==> src/rtl/baudrate_generator_frac_if.sv <==
// baudrate_generator_frac_if: control and status bundle of the fractional baud tick generator.
interface baudrate_generator_frac_if #(
  parameter int NB_DIV  = 16,
  parameter int NB_FRAC = 4
);
  logic               i_enable;
  logic               i_sync;
  logic               i_load;
  logic [NB_DIV-1:0]  i_div_int;
  logic [NB_FRAC-1:0] i_div_frac;
  logic               o_os_tick;
  logic               o_bit_tick;
  logic [NB_DIV-1:0]  o_div_int;
  logic [NB_FRAC-1:0] o_div_frac;
  logic               o_load_pending;
  modport master (
    output i_enable, i_sync, i_load, i_div_int, i_div_frac,
    input  o_os_tick, o_bit_tick, o_div_int, o_div_frac, o_load_pending
  );
  modport slave (
    input  i_enable, i_sync, i_load, i_div_int, i_div_frac,
    output o_os_tick, o_bit_tick, o_div_int, o_div_frac, o_load_pending
  );
endinterface

==> src/rtl/baudrate_generator_frac.sv <==
// baudrate_generator_frac: fractional-N oversample/bit tick generator with shadowed divisor reload and phase resync.
module baudrate_generator_frac #(
  parameter int unsigned CLK_FREQ   = 50000000,
  parameter int unsigned BAUD_RATE  = 19200,
  parameter int unsigned OVERSAMPLE = 16,
  parameter int          NB_DIV     = 16,
  parameter int          NB_FRAC    = 4
) (
  input logic i_clock,
  input logic i_reset,
  baudrate_generator_frac_if.slave bus
);
  localparam int CW   = NB_DIV + 1;
  localparam int OS_W = $clog2(OVERSAMPLE);
  localparam longint unsigned BDIV = 64'(BAUD_RATE) * 64'(OVERSAMPLE);
  localparam longint unsigned DEF  = (64'(CLK_FREQ) * (64'd1 << NB_FRAC) + BDIV / 2) / BDIV;
  localparam logic [NB_DIV-1:0]  DEF_INT  = NB_DIV'(DEF >> NB_FRAC);
  localparam logic [NB_FRAC-1:0] DEF_FRAC = NB_FRAC'(DEF);
  logic [CW-1:0]      cnt_q, cnt_d;
  logic [NB_FRAC-1:0] acc_q, acc_d;
  logic [OS_W-1:0]    os_cnt_q, os_cnt_d;
  logic [NB_DIV-1:0]  act_int_q, act_int_d, sh_int_q, sh_int_d;
  logic [NB_FRAC-1:0] act_frac_q, act_frac_d, sh_frac_q, sh_frac_d;
  logic               pend_q, pend_d, os_tick_q, os_tick_d, bit_tick_q, bit_tick_d;
  logic [NB_DIV-1:0]  new_int, d_use;
  logic [NB_FRAC-1:0] f_use;
  logic [NB_FRAC:0]   sum;
  logic               pend_n, restart, reload, apply, wrap;
  always_comb begin
    new_int    = (bus.i_div_int < NB_DIV'(2)) ? NB_DIV'(2) : bus.i_div_int;
    sh_int_d   = bus.i_load ? new_int : sh_int_q;
    sh_frac_d  = bus.i_load ? bus.i_div_frac : sh_frac_q;
    pend_n     = bus.i_load | pend_q;
    restart    = !bus.i_enable | bus.i_sync;
    reload     = !restart & (cnt_q == '0);
    // the shadow only moves to active on a period boundary, so no period is ever cut short or stretched
    apply      = pend_n & (restart | reload);
    d_use      = apply ? sh_int_d : act_int_q;
    f_use      = apply ? sh_frac_d : act_frac_q;
    sum        = {1'b0, acc_q} + {1'b0, f_use};
    wrap       = os_cnt_q == OS_W'(OVERSAMPLE - 1);
    act_int_d  = d_use;
    act_frac_d = f_use;
    pend_d     = pend_n & !apply;
    cnt_d      = restart ? CW'(d_use) - CW'(1) :
                 reload  ? CW'(d_use) - CW'(1) + CW'(sum[NB_FRAC]) : cnt_q - CW'(1);
    acc_d      = restart ? '0 : reload ? sum[NB_FRAC-1:0] : acc_q;
    os_cnt_d   = restart ? '0 : reload ? (wrap ? '0 : os_cnt_q + OS_W'(1)) : os_cnt_q;
    os_tick_d  = reload;
    bit_tick_d = reload & wrap;
  end
  always_ff @(posedge i_clock or negedge i_reset) begin
    if (!i_reset) begin
      cnt_q      <= CW'(DEF_INT) - CW'(1);
      acc_q      <= '0;
      os_cnt_q   <= '0;
      act_int_q  <= DEF_INT;
      act_frac_q <= DEF_FRAC;
      sh_int_q   <= DEF_INT;
      sh_frac_q  <= DEF_FRAC;
      pend_q     <= 1'b0;
      os_tick_q  <= 1'b0;
      bit_tick_q <= 1'b0;
    end else begin
      cnt_q      <= cnt_d;
      acc_q      <= acc_d;
      os_cnt_q   <= os_cnt_d;
      act_int_q  <= act_int_d;
      act_frac_q <= act_frac_d;
      sh_int_q   <= sh_int_d;
      sh_frac_q  <= sh_frac_d;
      pend_q     <= pend_d;
      os_tick_q  <= os_tick_d;
      bit_tick_q <= bit_tick_d;
    end
  end
  assign bus.o_os_tick      = os_tick_q;
  assign bus.o_bit_tick     = bit_tick_q;
  assign bus.o_div_int      = act_int_q;
  assign bus.o_div_frac     = act_frac_q;
  assign bus.o_load_pending = pend_q;
endmodule

==> src/flat_wrapper.sv <==
// flat-port wrapper written by rule: the top's interface ports become plain ports
module baudrate_generator_frac_flat 
#(
  parameter int unsigned CLK_FREQ   = 50000000,
  parameter int unsigned BAUD_RATE  = 19200,
  parameter int unsigned OVERSAMPLE = 16,
  parameter int          NB_DIV     = 16,
  parameter int          NB_FRAC    = 4
)
  (i_clock, i_reset, bus_i_enable, bus_i_sync, bus_i_load, bus_i_div_int, bus_i_div_frac, bus_o_os_tick, bus_o_bit_tick, bus_o_div_int, bus_o_div_frac, bus_o_load_pending);
  baudrate_generator_frac_if #(.NB_DIV(NB_DIV), .NB_FRAC(NB_FRAC)) bus_i ();
  input logic i_clock;
  input logic i_reset;
  input wire logic [$bits(bus_i.i_enable)-1:0] bus_i_enable;
  input wire logic [$bits(bus_i.i_sync)-1:0] bus_i_sync;
  input wire logic [$bits(bus_i.i_load)-1:0] bus_i_load;
  input wire logic [$bits(bus_i.i_div_int)-1:0] bus_i_div_int;
  input wire logic [$bits(bus_i.i_div_frac)-1:0] bus_i_div_frac;
  output wire logic [$bits(bus_i.o_os_tick)-1:0] bus_o_os_tick;
  output wire logic [$bits(bus_i.o_bit_tick)-1:0] bus_o_bit_tick;
  output wire logic [$bits(bus_i.o_div_int)-1:0] bus_o_div_int;
  output wire logic [$bits(bus_i.o_div_frac)-1:0] bus_o_div_frac;
  output wire logic [$bits(bus_i.o_load_pending)-1:0] bus_o_load_pending;
  assign bus_i.i_enable = bus_i_enable;
  assign bus_i.i_sync = bus_i_sync;
  assign bus_i.i_load = bus_i_load;
  assign bus_i.i_div_int = bus_i_div_int;
  assign bus_i.i_div_frac = bus_i_div_frac;
  assign bus_o_os_tick = bus_i.o_os_tick;
  assign bus_o_bit_tick = bus_i.o_bit_tick;
  assign bus_o_div_int = bus_i.o_div_int;
  assign bus_o_div_frac = bus_i.o_div_frac;
  assign bus_o_load_pending = bus_i.o_load_pending;
  baudrate_generator_frac #(.CLK_FREQ(CLK_FREQ), .BAUD_RATE(BAUD_RATE), .OVERSAMPLE(OVERSAMPLE), .NB_DIV(NB_DIV), .NB_FRAC(NB_FRAC)) u_core (.i_clock(i_clock), .i_reset(i_reset), .bus(bus_i));
endmodule
==> config.mk <==
export PLATFORM = sky130hd
export DESIGN_NAME = baudrate_generator_frac_flat
export DESIGN_NICKNAME = d
export VERILOG_FILES = /design/src/rtl/baudrate_generator_frac_if.sv /design/src/rtl/baudrate_generator_frac.sv /design/src/flat_wrapper.sv
export SDC_FILE = /design/constraint.sdc
export NUM_CORES = 1
export LEC_CHECK = 0
export ABC_AREA = 0
export BUFFER_PORTS_ARGS = -buffer_cell sky130_fd_sc_hd__buf_2
export CORE_ASPECT_RATIO = 1.2
export CORE_MARGIN = 2
export CORE_UTILIZATION = 63
export CTS_CLUSTER_SIZE = 10
export DETAILED_ROUTE_END_ITERATION = 7
export PLACE_DENSITY = 0.83
export SLEW_MARGIN = 20
export SYNTH_ARGS = -nofsm -noshare
export SYNTH_HDL_FRONTEND = slang
export SYNTH_SLANG_ARGS = --single-unit
==> constraint.sdc <==
create_clock -name i_clock -period 9.7 [get_ports i_clock]
set_clock_uncertainty 0.05 [all_clocks]
set_input_delay 0.97 -clock i_clock [delete_from_list [all_inputs] [get_ports i_clock]]
set_output_delay 0.97 -clock i_clock [all_outputs]
set_load 0.02 [all_outputs]
==> flow_summary.yaml, run 1 <==
layout:
  fin_cells: 576
  nets: 522
  drive_gt1_frac: 0.232
  layout_commonest_cell: "dfrtp_1"
  final_util: 0.734
  syn2layout_area_growth_pct: 12.5
  antennaDiodeCount: 0
  final_cell_mix: "dfrtp_1, buf_2, nand2_1"
  fillCellCount: 473
clock_network:
  root_buffer: "clkbuf_8"
  clk_path_buf_depth: 2
  ctsHtreeMaxLevel: 3
  cts_made_buffers: 9
  clock-sinks: 68
  cts_hold_buf: 0
  path_clk_slew_ns: 0.07
  cts_tree: "done"
  cts_resized: 0
  clk_latency_ns: 0.35
  post_cts_buffers: 0
setup_path:
  cp_slowest_cell: "nor2_2"
  startpoint_type: "flip-flop"
  worst-path-max-fanout: 18
  end_kind: "flip-flop"
  crit_chain: "nor4_4, a41oi_4, nor2_2, nor2_1, a31oi_1, inv_1, ha_1, nor3b_1, xnor2_1, o21ai_0, o21ai_0, nor2_1, mux2i_1, nor4b_4, nand3_2, nor3b_1, or3_1"
  cp.buffers_inverters: 1
  cp_top_family: "simple AND/OR/NAND/NOR gates"
  required_ns: 9.87
  worstPathArrival_ns: 5.39
  critPathKind: "reg2reg"
  critPathMaxStageDelay_ns: 0.67
place:
  dp.cells: 560
  place_ws_ns: 4.32
  port_buffers: 47
  gp_congestion: 0.907
  dp_hpwl_um: 7100
yosys:
  syn_nets: 479
  synth_cells: 443
  synth-edff-count: 0
  yosys_warnings: 0
  ys_ff_latch: 68
  ys_types: 67
  ys.flop_type: "dfrtp_1"
  synth_area_per_cell_um2: 9.43
  async_reset_ff_frac: 1.00
  synth-seq-area-share: 0.411
  syn_area_um2: 4180
route:
  num_vias: 3612
  drt-initial-drc-count: 325
  drc: 0
  drt_first_pass_iters: 5
  via_per_inst: 6.27
  ant_nets: 0
  wl_per_cell_um: 17.3
  route.final.wire_length_um: 9980
power:
  swShare: 0.334
  power_density_nw_per_um2: 184
  leakagePower_nw: 2.05
  ir_drop_mv: 0.110
  p_seq_frac: 0.422
  power_frac_comb: 0.268
  p_total_uw: 866
  internal-power_uw: 577
  p_switching_uw: 290
  clkPwrFrac: 0.310
sta:
  rsz0062_at_grt: "false"
  finalHoldViolCount: 0
  fmax_ghz: 0.192
  slew_viol_final: 0
  fin_crit_sh: 0.538
  worst_pin_slew_ns: 1.02
  setup-tns-final_ns: 0
  setup_viol: 0
  relSlewSlack: 0.315
  setup_ws_ns: 4.48
  fin_crit_ns: 5.22
die:
  die_height_um: 93.2
  rows: 32
  initial_core_util: 0.652
  fp.dieW_um: 78.4
  ios: 48
  dieArea_um2: 7300
  core_um2: 6410
run:
  drv_cap: 0
global_route:
  grt_pass1_vias: 3510
  grt_pass1_wl_um: 16400
  antenna_found_initial: 0
  grt_start_max_net_pins: 69
  grt.total_usage: 0.286
  overflow: 0
hold_path:
  hold_class: "reg2reg"
outcome:
  status: "finished, final reports clean"
==> metrics by stage <==
| stage | instance area (um^2) | hold WS (ns) |
|---|---|---|
| detailed placement | 4470 | 0.440 |
| CTS | 4700 | 0.458 |
| finish | 4700 | 0.449 |
| floorplan | 4180 | 0.396 |
| global route | 4700 | 0.467 |
| global placement | 4470 | 0.429 |
==> cell families (layout without fill, tap and decap cells) <==
logic type,count (synthesis),after routing,synth area share
xor gates and xnor gates,25,25,0.0542
muxes,29,29,0.0742
buffers and inverters,40,88,0.0371
AOI/OAI and AO/OA,104,104,0.170
adders and majority gates,11,11,0.0347
DFF,68,68,0.411
and+or+nand+nor,166,166,0.218
==> flip-flops by register name, indices dropped and copies added, names as in the netlist <==
name                       count
u_core.bus.o_os_tick           1
u_core.bus.o_div_int          16
u_core.cnt_q                  17
u_core.sh_frac_q               4
u_core.bus.o_div_frac          4
u_core.bus.o_load_pending      1
u_core.os_cnt_q                4
u_core.bus.o_bit_tick          1
u_core.acc_q                   4
u_core.sh_int_q               16
==> synthesized netlist by cell type, types with 3 or more instances <==
library cell   n  share of area
a211oi_1       8          0.014
a21o_1         3         0.0054
a21oi_1       26          0.031
a31oi_1        6         0.0090
and4_1         5          0.010
buf_2          4         0.0048
clkbuf_1      11         0.0099
dfrtp_1       55           0.33
dfstp_2       13          0.082
ha_1          10          0.030
inv_1         23          0.021
mux2_2        16          0.043
mux2i_1       13          0.031
nand2_1       42          0.038
nand2b_1       4         0.0060
nand3_1       12          0.014
nand4_1        5         0.0075
nor2_1        39          0.035
nor2b_1        4         0.0060
nor3_1        18          0.022
nor3b_1        5         0.0090
nor4_1         7          0.010
nor4_4         3          0.015
o21ai_0       24          0.029
o22ai_1        6         0.0090
or2_2          4         0.0060
or3_1          4         0.0060
or4_1          3         0.0054
xnor2_1       17          0.036
xor2_1         7          0.015
==> layout make-up <==
cell class	count	area (um^2)	share of cell area
sequential	68	1720	0.365
tap	85	106	0.0226
inverter	23	86.3	0.0184
timing repair buffer	49	250	0.0532
multi-input combinational	335	2310	0.490
clock buffer	11	151	0.0322
clock inverter	5	83.8	0.0178
==> power by group through the flow <==
stage | clock [mW] | combinational, mW | sequential (mW)
after floorplan | 0 | 0.148 | 0.380
after global placement | 0 | 0.222 | 0.367
after detailed placement | 0 | 0.227 | 0.369
after CTS | 0.275 | 0.230 | 0.365
after global routing | 0.284 | 0.253 | 0.370
final | 0.269 | 0.232 | 0.366
==> routing by layer <==
metal,track usage,vias to the layer above,share of wire
met5,0,-,0
met4,0.114,0,0.021
met3,0.0608,22,0.059
met2,0.472,146,0.51
met1,0.370,1744,0.41
li1,-,1700,-
==> path summary, 6_finish.rpt <==
path,cells after the start,end,start,slack [ns]
max in group asynchronous,2,u_core.acc_q[3],i_reset,8.29
setup reg to reg,17,u_core.cnt_q[16],u_core.cnt_q[4],4.48
min in group asynchronous,2,u_core.sh_int_q[13],i_reset,0.75
hold / removal,2,u_core.sh_int_q[15],u_core.sh_int_q[15],0.45
setup / recovery,17,u_core.cnt_q[16],u_core.cnt_q[4],4.48
hold reg to reg,2,u_core.sh_int_q[15],u_core.sh_int_q[15],0.45
==> worst register-to-register path: cells and delay by family, from the launching register on <==
family	cells	cell delay, ns
compound gates	4	1.07
xor+xnor	1	0.12
fa+ha+maj	1	0.28
buf+inv	1	0.12
flops	1	0.46
mux	1	0.15
simple gates	9	2.84
Note: power is estimated with default switching activity, not from simulation.
==> run 2, diff against run 1 <==
Settings changed: CORE_UTILIZATION 63 to 59, PLACE_DENSITY 0.83 to 0.78.
Clock period 9.7 ns to 5.2 ns, I/O delays scaled along.
==> run 2 against run 1 <==
Clock power up 42%. Total power is 73% higher. Global-route usage down 1.3 points. Core utilization fell by 5.3 points. Register-to-register slack got worse by 4.0 ns. Final area down 0.69%. Largest cell class unchanged. Largest power group unchanged.
==> flow_summary.yaml, run 2 (synthesis gave the netlist of run 1 again) <==
clock_network:
  root_buffer: "clkbuf_8"
  cts_resized: 0
  cts_hold_buf: 0
  cts_made_buffers: 9
  clk_latency_ns: 0.35
  clk_path_buf_depth: 2
  post_cts_buffers: 0
  clock-sinks: 68
  ctsHtreeMaxLevel: 3
  cts_tree: "done"
  path_clk_slew_ns: 0.08
setup_path:
  ff2ff_path_depth: 16
  end_kind: "flip-flop"
  cp_slowest_cell: "nor4b_2"
  worstPathArrival_ns: 4.91
  reg2reg_slack_ns: 0.48
  critPathKind: "reg2reg"
  crit_start: "u_core.cnt_q[1]"
  startpoint_type: "flip-flop"
  critPathMaxStageDelay_ns: 0.68
  r2r_end: "u_core.cnt_q[13]"
  worstSetupEndpoint: "u_core.cnt_q[13]"
  rr_startpoint: "u_core.cnt_q[1]"
  worst-path-max-fanout: 16
  crit_chain: "inv_1, ha_1, nor4b_2, a41o_2, nand2_2, o31a_1, ha_1, nor3b_1, xnor2_1, o21ai_0, o21ai_0, nor2_1, mux2i_1, nor4b_2, nand2_1, o311a_1"
  required_ns: 5.38
layout:
  fillCellCount: 555
  final_util: 0.681
  layout_commonest_cell: "dfrtp_1"
  fin_cells: 582
  final_cell_mix: "dfrtp_1, buf_2, nand2_1"
  nets: 526
  top_register: "u_core.cnt_q"
  syn2layout_area_growth_pct: 11.7
  drive_gt1_frac: 0.236
  largest_register_ffs: 17
  antennaDiodeCount: 0
  fin_area_um2: 4670
die:
  fp.dieW_um: 80.8
  ios: 48
  rows: 33
  initial_core_util: 0.610
  dieArea_um2: 7780
  core_um2: 6850
  die_height_um: 96.2
sta:
  rsz0062_at_grt: "false"
  setup_ws_ns: 0.477
  finalHoldViolCount: 0
  worst_pin_slew_ns: 1.02
  setup_viol: 0
  fin_crit_ns: 4.72
  fin_crit_sh: 0.908
  setup-tns-final_ns: 0
  relSlewSlack: 0.316
  fmax_ghz: 0.212
  holdWs_ns: 0.298
  slew_viol_final: 0
global_route:
  grt_pass1_vias: 3347
  grt_pass1_wl_um: 16300
  overflow: 0
  antenna_found_initial: 0
  grt_start_max_net_pins: 69
  grt.total_usage: 0.274
route:
  route.final.wire_length_um: 10100
  num_vias: 3607
  drc: 0
  drt_first_pass_iters: 5
  wl_per_cell_um: 17.3
  ant_nets: 0
  via_per_inst: 6.20
  drt-initial-drc-count: 223
power:
  power_density_nw_per_um2: 321
  leakagePower_nw: 2.04
  p_total_mw: 1.50
  ir_drop_mv: 0.207
hold_path:
  hold_class: "in2async"
place:
  dp.cells: 566
  gp_congestion: 0.926
  port_buffers: 47
  dp_hpwl_um: 7360
  place_ws_ns: 0.544
  place_area_um2: 4500
run:
  drv_cap: 0
outcome:
  status: "finished, final reports clean"
-- run 2: changes by cell type in the layout (fill, tap and decap cells not counted) --
cell       delta
buf_4         +4
bufinv_16     -2
clkbuf_8      -2
clkinv_2      +2
clkbuf_1      +1
clkinv_4      +1
-- run 2: power breakdown --
group	leakage, nW	switching, mW	internal (mW)
Clock	0.0822	0.208	0.173
Sequential	0.813	0.0701	0.610
Combinational	1.14	0.267	0.170
-- run 2: routing by layer --
metal	up-vias	wire, um	GRT usage
met4	0	198	0.0960
met3	19	569	0.0544
met1	1740	4500	0.369
li1	1707	-	-
met2	141	4820	0.439
met5	-	0	0
-- run 2: layout make-up --
cell class / count / area [um^2] / share of cell area
sequential: 68 / 1720 / 0.368
clock inverter: 6 / 42.5 / 0.00911
timing repair buffer: 53 / 280 / 0.0600
clock buffer: 10 / 128 / 0.0273
tap: 87 / 109 / 0.0233
multi-input combinational: 335 / 2310 / 0.494
inverter: 23 / 86.3 / 0.0185
-- run 2: worst max-delay path, delay by kind of cell, from the launching register on --
family                   cells  cell delay (ns)
flip-flops                   1             0.40
AO/OA/AOI/OAI                5             1.49
buffers and inverters        1             0.08
AND/OR/NAND/NOR              6             1.86
XOR/XNOR                     1             0.13
adder cells (fa/ha/maj)      2             0.44
multiplexers                 1             0.16
-- run 2: how the worst min path moves through the flow --
stage,cells after the start,start,end,slack [ns]
floorplan,0,i_reset,u_core.acc_q[0],0.17
global placement,1,u_core.sh_int_q[13],u_core.sh_int_q[13],0.43
detailed placement,1,u_core.sh_frac_q[0],u_core.sh_frac_q[0],0.43
CTS,2,i_reset,u_core.sh_int_q[10],0.34
global route,2,bus_i_div_frac[2],u_core.sh_frac_q[2],0.36
finish,2,i_reset,u_core.sh_int_q[13],0.30
